`src/rtl/uart_pkg.sv`:
```
// ============================================================================
//  Module   : uart_pkg
//  Brief    : Shared UART types and constants (receiver and transmitter).
//  Revision : 1.0 - initial release
// ============================================================================
`default_nettype none

package uart_pkg;

  typedef enum logic [1:0] {
    IDLE  = 2'd0,
    START = 2'd1,
    DATA  = 2'd2,
    STOP  = 2'd3
  } rx_state_t;

  localparam int OVERSAMPLE       = 16;
  localparam int HALF_BIT         = 8;
  // 100 MHz / (9600 baud * 16 samples), rounded
  localparam int DEFAULT_TICK_DIV = 651;

endpackage

`default_nettype wire

```
`src/rtl/uart_receiver_if.sv`:
```
// ============================================================================
//  Module   : uart_receiver_if
//  Brief    : Byte-side handshake between the UART receiver and its consumer.
//  Revision : 1.0 - initial release
// ============================================================================
`default_nettype none

interface uart_receiver_if;

  logic [7:0] rx_data;
  logic       rdrf;
  logic       ferr;
  logic       oerr;
  logic       rdrf_clr;

  modport master (
    output rx_data,
    output rdrf,
    output ferr,
    output oerr,
    input  rdrf_clr
  );

  modport slave (
    input  rx_data,
    input  rdrf,
    input  ferr,
    input  oerr,
    output rdrf_clr
  );

endinterface

`default_nettype wire

```
`src/rtl/uart_baud_tick.sv`:
```
// ============================================================================
//  Module   : uart_baud_tick
//  Brief    : Oversample tick divider with synchronous restart for edge alignment.
//  Revision : 1.0 - initial release
// ============================================================================
`default_nettype none

module uart_baud_tick
  import uart_pkg::*;
#(
  parameter int TICK_DIV = DEFAULT_TICK_DIV
) (
  input  logic Clk_100M,
  input  logic clr,
  input  logic restart,
  output logic tick
);

  localparam int            CNT_W   = (TICK_DIV > 1) ? $clog2(TICK_DIV) : 1;
  localparam logic [CNT_W-1:0] CNT_MAX = CNT_W'(TICK_DIV - 1);

  logic [CNT_W-1:0] cnt_q;
  logic [CNT_W-1:0] cnt_d;

  always_comb begin
    cnt_d = cnt_q;
    if (restart) begin
      cnt_d = '0;
    end else if (cnt_q == CNT_MAX) begin
      cnt_d = '0;
    end else begin
      cnt_d = cnt_q + 1'b1;
    end
  end

  always_ff @(posedge Clk_100M or posedge clr) begin
    if (clr) begin
      cnt_q <= '0;
    end else begin
      cnt_q <= cnt_d;
    end
  end

  assign tick = (cnt_q == CNT_MAX);

endmodule

`default_nettype wire

```
`src/rtl/uart_receiver.sv`:
```
// ============================================================================
//  Module   : uart_receiver
//  Brief    : 8N1 UART receiver, 16x oversampled, mid-bit sampling, rdrf handshake.
//  Revision : 1.0 - initial release
// ============================================================================
`default_nettype none

module uart_receiver
  import uart_pkg::*;
#(
  parameter int TICK_DIV = DEFAULT_TICK_DIV
) (
  input  logic             Clk_100M,
  input  logic             clr,
  input  logic             RxD,
  uart_receiver_if.master  rx_if
);

  localparam logic [3:0] SAMP_HALF = 4'(HALF_BIT - 1);
  localparam logic [3:0] SAMP_LAST = 4'(OVERSAMPLE - 1);

  logic       sync_q;
  logic       rx_s_q;
  logic       rx_d_q;

  rx_state_t  state_q,   state_d;
  logic [3:0] samp_q,    samp_d;
  logic [2:0] bit_q,     bit_d;
  logic [7:0] shift_q,   shift_d;
  logic [7:0] rx_data_q, rx_data_d;
  logic       rdrf_q,    rdrf_d;
  logic       ferr_q,    ferr_d;
  logic       oerr_q,    oerr_d;

  logic       restart;
  logic       tick;

  uart_baud_tick #(
    .TICK_DIV (TICK_DIV)
  ) u_baud_tick (
    .Clk_100M (Clk_100M),
    .clr      (clr),
    .restart  (restart),
    .tick     (tick)
  );

  // Synchroniser and edge-detect flops reset to the idle line level
  always_ff @(posedge Clk_100M or posedge clr) begin
    if (clr) begin
      sync_q <= 1'b1;
      rx_s_q <= 1'b1;
      rx_d_q <= 1'b1;
    end else begin
      sync_q <= RxD;
      rx_s_q <= sync_q;
      rx_d_q <= rx_s_q;
    end
  end

  always_comb begin
    state_d   = state_q;
    samp_d    = samp_q;
    bit_d     = bit_q;
    shift_d   = shift_q;
    rx_data_d = rx_data_q;
    ferr_d    = ferr_q;
    oerr_d    = oerr_q;
    rdrf_d    = rdrf_q & ~rx_if.rdrf_clr;
    restart   = 1'b0;

    case (state_q)
      IDLE: begin
        if (rx_d_q && !rx_s_q) begin
          restart = 1'b1;
          samp_d  = '0;
          state_d = START;
        end
      end

      START: begin
        if (tick) begin
          if (samp_q == SAMP_HALF) begin
            if (!rx_s_q) begin
              samp_d  = '0;
              bit_d   = '0;
              state_d = DATA;
            end else begin
              state_d = IDLE;
            end
          end else begin
            samp_d = samp_q + 1'b1;
          end
        end
      end

      DATA: begin
        if (tick) begin
          if (samp_q == SAMP_LAST) begin
            shift_d = {rx_s_q, shift_q[7:1]};
            samp_d  = '0;
            bit_d   = bit_q + 1'b1;
            if (bit_q == 3'd7) begin
              state_d = STOP;
            end
          end else begin
            samp_d = samp_q + 1'b1;
          end
        end
      end

      STOP: begin
        if (tick) begin
          if (samp_q == SAMP_LAST) begin
            // Load wins over a coincident rdrf_clr; oerr uses pre-clear rdrf
            rx_data_d = shift_q;
            ferr_d    = ~rx_s_q;
            oerr_d    = rdrf_q & ~rx_if.rdrf_clr;
            rdrf_d    = 1'b1;
            samp_d    = '0;
            state_d   = IDLE;
          end else begin
            samp_d = samp_q + 1'b1;
          end
        end
      end

      default: state_d = IDLE;
    endcase
  end

  always_ff @(posedge Clk_100M or posedge clr) begin
    if (clr) begin
      state_q   <= IDLE;
      samp_q    <= '0;
      bit_q     <= '0;
      shift_q   <= '0;
      rx_data_q <= '0;
      rdrf_q    <= 1'b0;
      ferr_q    <= 1'b0;
      oerr_q    <= 1'b0;
    end else begin
      state_q   <= state_d;
      samp_q    <= samp_d;
      bit_q     <= bit_d;
      shift_q   <= shift_d;
      rx_data_q <= rx_data_d;
      rdrf_q    <= rdrf_d;
      ferr_q    <= ferr_d;
      oerr_q    <= oerr_d;
    end
  end

  assign rx_if.rx_data = rx_data_q;
  assign rx_if.rdrf    = rdrf_q;
  assign rx_if.ferr    = ferr_q;
  assign rx_if.oerr    = oerr_q;

endmodule

`default_nettype wire

```
`src/flat_wrapper.sv`:
```
// flat-port wrapper written by rule: the top's interface ports become plain ports
module uart_receiver_flat import uart_pkg::*;
#(
  parameter int TICK_DIV = DEFAULT_TICK_DIV
)
  (Clk_100M, clr, RxD, rx_if_rx_data, rx_if_rdrf, rx_if_ferr, rx_if_oerr, rx_if_rdrf_clr);
  uart_receiver_if rx_if_i ();
  input  logic Clk_100M;
  input  logic clr;
  input  logic RxD;
  output wire logic [$bits(rx_if_i.rx_data)-1:0] rx_if_rx_data;
  output wire logic [$bits(rx_if_i.rdrf)-1:0] rx_if_rdrf;
  output wire logic [$bits(rx_if_i.ferr)-1:0] rx_if_ferr;
  output wire logic [$bits(rx_if_i.oerr)-1:0] rx_if_oerr;
  input wire logic [$bits(rx_if_i.rdrf_clr)-1:0] rx_if_rdrf_clr;
  assign rx_if_rx_data = rx_if_i.rx_data;
  assign rx_if_rdrf = rx_if_i.rdrf;
  assign rx_if_ferr = rx_if_i.ferr;
  assign rx_if_oerr = rx_if_i.oerr;
  assign rx_if_i.rdrf_clr = rx_if_rdrf_clr;
  uart_receiver #(.TICK_DIV(TICK_DIV)) u_core (.Clk_100M(Clk_100M), .clr(clr), .RxD(RxD), .rx_if(rx_if_i));
endmodule
```
`config.mk`:
```
export PLATFORM = sky130hd
export DESIGN_NAME = uart_receiver_flat
export DESIGN_NICKNAME = d
export VERILOG_FILES = /design/src/rtl/uart_pkg.sv /design/src/rtl/uart_receiver_if.sv /design/src/rtl/uart_baud_tick.sv /design/src/rtl/uart_receiver.sv /design/src/flat_wrapper.sv
export SDC_FILE = /design/constraint.sdc
export NUM_CORES = 1
export LEC_CHECK = 0
export ABC_AREA = 1
export CORE_UTILIZATION = 60
export CTS_BUF_LIST = sky130_fd_sc_hd__clkbuf_8
export CTS_CLUSTER_DIAMETER = 40
export DETAILED_ROUTE_END_ITERATION = 10
export GPL_TIMING_DRIVEN = 0
export PLACE_DENSITY = 0.81
export SETUP_SLACK_MARGIN = 0.4
export SYNTH_ARGS = -nofsm -noshare
export SYNTH_HDL_FRONTEND = slang
export SYNTH_SLANG_ARGS = --single-unit
```
`constraint.sdc`:
```
create_clock -name Clk_100M -period 2.2 [get_ports Clk_100M]
set_input_delay 0.33 -clock Clk_100M [delete_from_list [all_inputs] [get_ports Clk_100M]]
set_output_delay 0.33 -clock Clk_100M [all_outputs]
set_load 0.005 [all_outputs]
```
Yosys cells after proc, flatten, opt, wreduce, memory -nomap -nowiden
Cells that the tools add are included.
Cells by class
  $add $sub $neg: 3
  equal/unequal tests: 18
  mux-type cells: 30
  bitwise logic cells: 3
  reductions and logical operators: 10
Operators by type and width (number)
  $mux W4: 6
  $mux W10: 2
  $mux W2: 9
  $ne A2 B1 Y1 const B: 9
  $mux W3: 5
  $pmux W4 S3: 1
  $add A10 B1 Y10 const B: 1
  $eq A10 B10 Y1 const B: 1
  $pmux W2 S4: 1
  $reduce_and A8 Y1: 1
  $pmux W3 S2: 1
  $reduce_and A3 Y1: 2
  $reduce_and A6 Y1: 1
  $mux W1: 5
  $add A4 B1 Y4 const B: 1
  $eq A2 B2 Y1 const B: 2
  $eq A4 B3 Y1 const B: 1
  $eq A4 B4 Y1 const B: 1
  $reduce_and A4 Y1: 1
  $add A3 B1 Y3 const B: 1
  $eq A3 B3 Y1 const B: 1
  $ne A3 B3 Y1 const B: 1
  $eq A2 B1 Y1 const B: 1
  $logic_not A2 Y1: 1
  7 further kinds: 8
Storage, ports and cells
  register bits: 41

Longest topological paths before layout
Gate-level depths: netlist of run 1.
  word-level depth: 5
  depth in mapped cells: 11
  mapped depth without buffers: 11

Modules after synthesis
A second synthesis of run 1 with hierarchy kept.
Second synthesis, totals
  cells, all modules: 223
  area total of the unflattened synthesis: 1950.6 um^2
By module, submodules not included
  uart_receiver: instances 1, cells each 151, area an instance 1367.6 um^2, seq. area each 779.5 um^2
  uart_baud_tick: instances 1, cells each 72, area an instance 583.1 um^2, seq. area each 250.2 um^2

Least setup slack after synthesis of run 1
OpenSTA, ideal clock, no wires.
  path kind: register to register
  from: register u_core.u_baud_tick.cnt_q[0]
  to: register u_core.rx_data_q[1] (netlist: u_core.rx_if.rx_data[1])
  library setup time: 118 ps
  data arrival time: 1443 ps
  required time: 2082 ps
  setup slack: 639 ps
  stages on the path, launching flop included: 11
  buffers on the path: 1
  cell sequence: dfrtp_1 -> inv_1 -> ha_1 -> nand2_1 -> nor2_1 -> nand3_4 -> nor3_2 -> inv_2 -> buf_6 -> nand2_1 -> o21ai_2
Between the ends
  longest elaborated chain between the ends: 2
RTL lines
  from (decl): line uart_baud_tick.sv:22  | logic [CNT_W-1:0] cnt_q;
  from (signal assigned): line uart_baud_tick.sv:40  | cnt_q <= cnt_d;
  $eq A10 B10 Y1: line uart_baud_tick.sv:44  | assign tick = (cnt_q == CNT_MAX);
  $reduce_and A3 Y1 (no source line)
  to (signal assigned): line uart_receiver.sv:146  | rx_data_q <= rx_data_d;
  to (decl): line uart_receiver.sv:30  | logic [7:0] rx_data_q, rx_data_d;
Every way passes these cells.
A chain may end at the register's enable or synchronous reset.

Final worst setup path of run 1
  from: register u_core.u_baud_tick.cnt_q[0]
  to: register u_core.state_q[0]
Between the ends
  longest elaborated chain between the ends: 3
  elaborated cells on any way between the ends: 5
  those cells by class: eq/ne (4); reduce/logical (1)
RTL lines
  $eq A10 B10 Y1 (*): line uart_baud_tick.sv:44
  $ne A2 B1 Y1 (no source line)
  $reduce_and A8 Y1 (no source line) (*)
  to (signal assigned): line uart_receiver.sv:142  | state_q <= state_d;
  to (decl): line uart_receiver.sv:26  | rx_state_t state_q, state_d;
Every way passes the cells marked *; elsewhere a longest branch is shown, timed or not.

==> results of run 1 <==
[final cells by class]
| type | count | area [sq um] | share of cell area (%) |
|---|---|---|---|
| plain buffers | 5 | 46.29 | 1.969 |
| clock buffers | 6 | 82.58 | 3.513 |
| clock inverters | 2 | 7.507 | 0.3193 |
| inverters | 27 | 101.3 | 4.311 |
| multi-input cells | 145 | 847.1 | 36.03 |
| flip-flops and latches | 41 | 1030 | 43.80 |
| well taps | 44 | 55.05 | 2.342 |
| repair buffers | 19 | 181.4 | 7.717 |
[worst max-delay path by stage]
stage,start,to,slack (ns),cells after the start
finish,u_core.u_baud_tick.cnt_q[0],u_core.state_q[0],0.50,9
global route,u_core.samp_q[0],u_core.state_q[0],0.39,7
CTS,u_core.u_baud_tick.cnt_q[0],u_core.bit_q[2],0.40,9
detailed placement,u_core.u_baud_tick.cnt_q[0],u_core.bit_q[2],0.42,9
global placement,clr,u_core.samp_q[1],0.18,2
floorplan,u_core.u_baud_tick.cnt_q[0],u_core.rx_if.rx_data[1],0.64,10
[critical path, delay by kind of cell (launching register included)]
| family | cells | cell delay, ns |
|---|---|---|
| and+or+nand+nor | 5 | 0.65 |
| DFF | 1 | 0.41 |
| adders and majority gates | 1 | 0.14 |
| AOI/OAI and AO/OA | 1 | 0.13 |
| buffers and inverters | 2 | 0.25 |
[report_power, final]
group / total [mW] / internal, mW / switching [mW]
Sequential: 0.965 / 0.867 / 0.0983
Combinational: 0.703 / 0.262 / 0.440
Clock: 0.484 / 0.246 / 0.238
Total: 2.15 / 1.38 / 0.776
[through the flow]
stage	power [mW]	worst slack [ns]	area, sq um
global route	2.290	0.3875	2351
floorplan	1.484	0.6390	2006
detailed placement	1.612	0.4239	2201
CTS	2.099	0.4040	2291
finish	2.152	0.5014	2351
global placement	1.568	0.1766	2201
[cells in the mapped netlist, types with 2 or more instances]
master,count
nand3_1,11
a21oi_1,5
nor2_4,2
inv_1,22
buf_6,3
dfstp_2,3
ha_1,5
nand2_1,57
nand2_2,4
nor2_2,2
inv_2,5
o21ai_2,17
dfrtp_1,38
o21ai_1,4
nor2_1,15
nand4_1,2
nand3b_1,2
xor2_1,3
nor3_1,4
[registers in the layout, summed over array words and instances, names as in the netlist, named ones only]
name                      cells
u_core.bit_q                  3
u_core.rx_d_q                 1
u_core.rx_if.ferr             1
u_core.rx_if.oerr             1
u_core.rx_if.rdrf             1
u_core.rx_if.rx_data          8
u_core.rx_s_q                 1
u_core.samp_q                 4
u_core.shift_q                8
u_core.state_q                1
u_core.sync_q                 1
u_core.u_baud_tick.cnt_q     10
[layer usage]
metal	part of all wire, %	GRT usage (%)
met1	44	25.75
met5	0	0
met4	1.9	11.30
met2	51	40.63
met3	3.2	4.545
[cell families (layout without fill, tap and decap cells)]
group | Yosys count | count (layout)
compound gates | 31 | 31
simple gates | 105 | 105
xor+xnor | 4 | 4
flops | 41 | 41
buf+inv | 32 | 59
fa+ha+maj | 5 | 5
[what timing repair did]
item                       CTS  global route
setup endpoints to repair    0            25
setup buffers                0             5
resized for setup            0             6
==> metrics, run 1 <==
die area 3578 sq um; Synth Area in Adders around 3.1%; # IOs 15; vias per inst about 5.2; Tot GR Track Use 22.78%; simple-gate share of the synthesized area 24.52%; status complete, no violations; placer congestion estimate ~0.83; count of buffers from port buffering 14; htree depth 2; Critical Path Start Type flop; fraction of layout instances using a drive strength above 1 around a quarter; WL/cell between 10 and 15 um; mean post-synth cell area 9.200 sq um; DPL Wire Length 2662 um; Finished Layout Cells just under 300; Post-Syn Instances 218; Tcrit/Tclk final just under 80%; drt pass-1 iters 4; CP max FO 8; vias in the first global route 1504; 1st-iter DRT viols a little under 80; Warnings, synthesis 0; main combinational cell family by area after synthesis simple AND/OR/NAND/NOR gates; CP Class flop to flop; crit end category flop; Final nets 253; Clock Latency Late Sink ~0.29 ns; final core utilization roughly 76%; Root Driver clkbuf_8; relative slew slack between 40% and 50%; Pwr per Cell Area about 900 nW/um^2; Synth Area in Compound Gates 11.92%; syn nets 227; critical path required time around 2.4 ns; hold depth 0; Leakage Power about 1.1 nW; # rows 20; R2R Setup Slk about 0.5 ns; Worst Path Arrival between 1.5 and 2 ns; area grow syn2layout 17.22%; CTS max path bufs 2; multiplexer share of the synthesized area 0%; CTS tree yes; final hold violation count 0; total CTS buffers 5; R2R Path End u_core.state_q[0]; worst hold start u_core.sync_q; crit-path cells inv_2 > ha_1 > nand2_1 > nor2_2 > nand3_4 > buf_6 > a21oi_4 > nand3_1 > and2_1; hold buffers post-CTS 0; grt total ovfl 0; reg2reg start u_core.u_baud_tick.cnt_q[0]; cell taking the most area after synthesis dfrtp_1; DRC violations left 0; number of placed cells counting well taps between 200 and 300; CP peak stage delay about 0.4 ns; count of cell types in the netlist 33; vias 1505; Die W ~60 um; Slowest cell on crit path dfrtp_1; # clock sinks a little over 40; Fin Hold WS between 0.3 and 0.4 ns; RSZ-0062 raised after global routing yes; worst slew pin tran ~0.82 ns; final setup TNS 0 ns; core area slightly above 3000 sq um; maximum vdd drop roughly 0.54 mV; Worst-path clk slew approximately 0.07 ns; Most used DFF post-synth dfrtp_1; post-synthesis sequential area ratio between 50% and 60%; die height ~60 um; Synth Area in XOR/XNOR roughly 1.7%; post-synthesis instance area 2006 sq um; Max Slew Vio Count 0; asr flop ratio synth between 90% and 100%; Initial Util about 65%; fin crit period approximately 1.7 ns; diode count 0; overall routed net length roughly 3800 um; worst hold-check path type flop to flop; hold endpoint u_core.rx_s_q; Yosys top cell area share 47.41%; Synth area leaders dfrtp_1 (47%), nand2_1 (11%), o21ai_2 (7.4%), inv_1 (4.1%), dfstp_2 (3.9%); Final Setup Violations 0; largest net degree at the start of global routing between 40 and 50; Post-synth EDFFs 0; Routed Antenna Nets 0; Synth Register Bits just over 40; Reg2Reg Depth 9; initial antenna violation count 0; first-pass GRT wire length approximately 6000 um; most common cell after layout, fill and taps aside nand2_1; # fillers ~240; Max Fclk between 500 and 600 MHz; Worst Skew 0.009696 ns; max-cap violations 0; most frequent cells in the layout nand2_1 (57), dfrtp_1 (38), inv_1 (22)
No activity file was read; power rests on OpenSTA's default activity.
==> inputs of run 2 (changes only) <==
--- a/config.mk
+++ b/config.mk
@@ -6,12 +6,12 @@
 export NUM_CORES = 1
 export LEC_CHECK = 0
 export ABC_AREA = 1
-export CORE_UTILIZATION = 60
+export CORE_UTILIZATION = 54
 export CTS_BUF_LIST = sky130_fd_sc_hd__clkbuf_8
 export CTS_CLUSTER_DIAMETER = 40
 export DETAILED_ROUTE_END_ITERATION = 10
 export GPL_TIMING_DRIVEN = 0
-export PLACE_DENSITY = 0.81
+export PLACE_DENSITY = 0.77
 export SETUP_SLACK_MARGIN = 0.4
 export SYNTH_ARGS = -nofsm -noshare
 export SYNTH_HDL_FRONTEND = slang
==> constraint.sdc (replaced) <==
create_clock -name Clk_100M -period 1.45 [get_ports Clk_100M]
set_input_delay 0.2175 -clock Clk_100M [delete_from_list [all_inputs] [get_ports Clk_100M]]
set_output_delay 0.2175 -clock Clk_100M [all_outputs]
set_load 0.005 [all_outputs]
==> run 2 against run 1 <==
The run now ends with setup timing left. Worst hold slack got worse by 0.038 ns. Final area rose by 19%. Critical path depth did not move.
==> metrics, run 2 (synthesis gave the netlist of run 1 again) <==
1st-iter DRT viols about 70; CP peak stage delay 0.40 ns; Fin Hold WS roughly 0.32 ns; failing checks setup timing; Tot GR Track Use between 20% and 30%; WL/cell 14.17 um; RSZ-0062 raised after global routing yes; R2R Path End u_core.state_q[0]; Pwr per Cell Area ~1300 nW/um^2; Slowest cell on crit path dfrtp_1; Logic pwr share 37.4%; Sequential cell area 1030 sq um; largest net degree at the start of global routing 42; Final Instance Area between 2000 and 3000 sq um; # rows 21; CP Class flop to flop; first-pass GRT wire length ~7300 um; Max Fclk about 620 MHz; CTS tree yes; Final Setup Violations 27; Seq pwr share 41.0%; vias between 1500 and 2000; initial antenna violation count 0; hold endpoint u_core.sync_q; maximum vdd drop 0.9531 mV; R2R Setup Slk -0.15 ns; diode count 0; met2 Use GR between 40% and 50%; Worst Skew around 0.013 ns; drt pass-1 iters 4; crit-path cells inv_2 > ha_4 > nand2_4 > nor2_4 > nand3_4 > buf_12 > a21oi_4 > nand3_2 > and2_1; vias per inst 5.079; met1 Use GR between 30% and 40%; M3 GR Usage under 10%; max FFs per register 10; # IOs 15; final hold violation count 0; DRC violations left 0; area of the multi-input gates ~1100 sq um; Final nets around 280; Reg2Reg Depth 9; reg2reg start u_core.u_baud_tick.cnt_q[0]; fraction of layout instances using a drive strength above 1 between 40% and 50%; relative slew slack 68.02%; Routed Antenna Nets 0; Top reg by flops u_core.u_baud_tick.cnt_q; hold depth 1; CTS max path bufs 2; cell-internal power roughly 2.2 mW; die height 62.95 um; Die W between 60 and 70 um; P_sw between 1 and 1.5 mW; most common cell after layout, fill and taps aside dfrtp_1; Post-DP Area 2280 sq um; area grow syn2layout 39.55%; vias in the first global route roughly 1600; die area 3962 sq um; Max Slew Vio Count 0; status finished, violations left; most frequent cells in the layout dfrtp_1 (38), nand2_1 (31), buf_4 (21); Initial Util 58.27%; # fillers roughly 210; htree depth 2; worst slack, placed -0.2247 ns; CP max FO 6; placer congestion estimate ~0.85; core area ~3400 sq um; fin crit period 1.604 ns; overall routed net length ~4500 um; fin worst setup slack -0.1536 ns; # clock sinks 41; worst hold-check path type input pin to flop; Switching Share between 30 and 40%; worst hold start RxD; Clock Latency Late Sink 0.30 ns; critical path required time roughly 1.6 ns; Leakage Power between 1 and 1.5 nW; max-cap violations 0; Worst Path Arrival between 1.5 and 2 ns; worst slew pin tran 0.4787 ns; total CTS buffers 5; Clk pwr share between 20 and 25%; crit end category flop; DPL Wire Length 2424 um; Tcrit/Tclk final 110.6%; Root Driver clkbuf_8; crit path buf inv count 2; family with the most delay on the worst path simple AND/OR/NAND/NOR gates; Most Used Layer, Global Route met2; Critical Path Start Type flop; grt total ovfl 0; count of buffers from port buffering 14; Worst-path clk slew approximately 0.090 ns
==> run 2: cell count changes in the layout (fill, tap and decap cells not counted), moves of 4 or more <==
cell,delta
buf_2,+10
nand2_2,+10
buf_4,+16
inv_1,-4
clkdlybuf4s50_1,-11
nand2_4,+16
nand2_1,-26
==> run 2: worst max path at each step <==
stage	start	to	slack [ns]	cells past startpoint
after detailed placement	u_core.u_baud_tick.cnt_q[0]	u_core.bit_q[2]	-0.22	9
after global placement	u_core.u_baud_tick.cnt_q[0]	u_core.bit_q[0]	-0.21	9
after global routing	u_core.u_baud_tick.cnt_q[0]	u_core.state_q[0]	-0.24	9
final	u_core.u_baud_tick.cnt_q[0]	u_core.state_q[0]	-0.15	9
after CTS	u_core.u_baud_tick.cnt_q[0]	u_core.state_q[0]	-0.13	9
after floorplan	u_core.u_baud_tick.cnt_q[0]	u_core.shift_q[7]	-0.06	10
==> run 2: area by class of cell <==
class | instances | share of cell area, %
repair inverters | 1 | 0.2682
repair buffers | 42 | 13.46
clock inverters | 3 | 0.7599
multi-input cells | 145 | 37.77
flip-flops and latches | 41 | 36.79
inverters | 27 | 4.023
clock buffers | 5 | 2.459
well taps | 46 | 2.056
plain buffers | 5 | 2.414
==> run 2: stage by stage <==
stage	power [mW]	TNS [ns]	utilization [%]	cells
4_1_cts	3.480	-2.708	76.92	306
5_1_grt	3.825	-5.510	81.32	315
3_5_place_dp	2.513	-4.844	66.23	278
2_1_floorplan	2.315	-0.7776	-	218
6_report	3.609	-2.936	81.32	315
3_3_place_gp	2.481	-4.300	66.23	278
==> run 2: what timing repair did <==
item,CTS,global route
pin swaps,9,5
resized for setup,79,19
gates cloned,2,2
endpoints found under the setup margin,49,87
hold buffers,0,0
setup buffers,18,7
==> run 2: routing by layer <==
layer  up-vias  wire length (um)
li1        794                 -
met1       782              2028
met2        20              2281
met3         4               104
met4         0                50
met5         -                 0
==> run 2: power groups by stage <==
stage                     registers (mW)  clock network [mW]  logic, mW
final                               1.48               0.780       1.35
after global routing                1.50               0.827       1.50
after CTS                           1.47               0.790       1.22
after detailed placement            1.50                   0       1.01
after global placement              1.49                   0      0.987
after floorplan                     1.46                   0      0.850
==> inputs of run 3 (changes only) <==
--- a/config.mk
+++ b/config.mk
@@ -6,6 +6,8 @@
 export NUM_CORES = 1
 export LEC_CHECK = 0
 export ABC_AREA = 1
+export ABC_CLOCK_PERIOD_IN_PS = 1450
+export CAP_MARGIN = 30
 export CORE_UTILIZATION = 54
 export CTS_BUF_LIST = sky130_fd_sc_hd__clkbuf_8
 export CTS_CLUSTER_DIAMETER = 40
==> results of run 3 <==
Same layout as run 2: the final DEF is identical, and so are final timing and power.
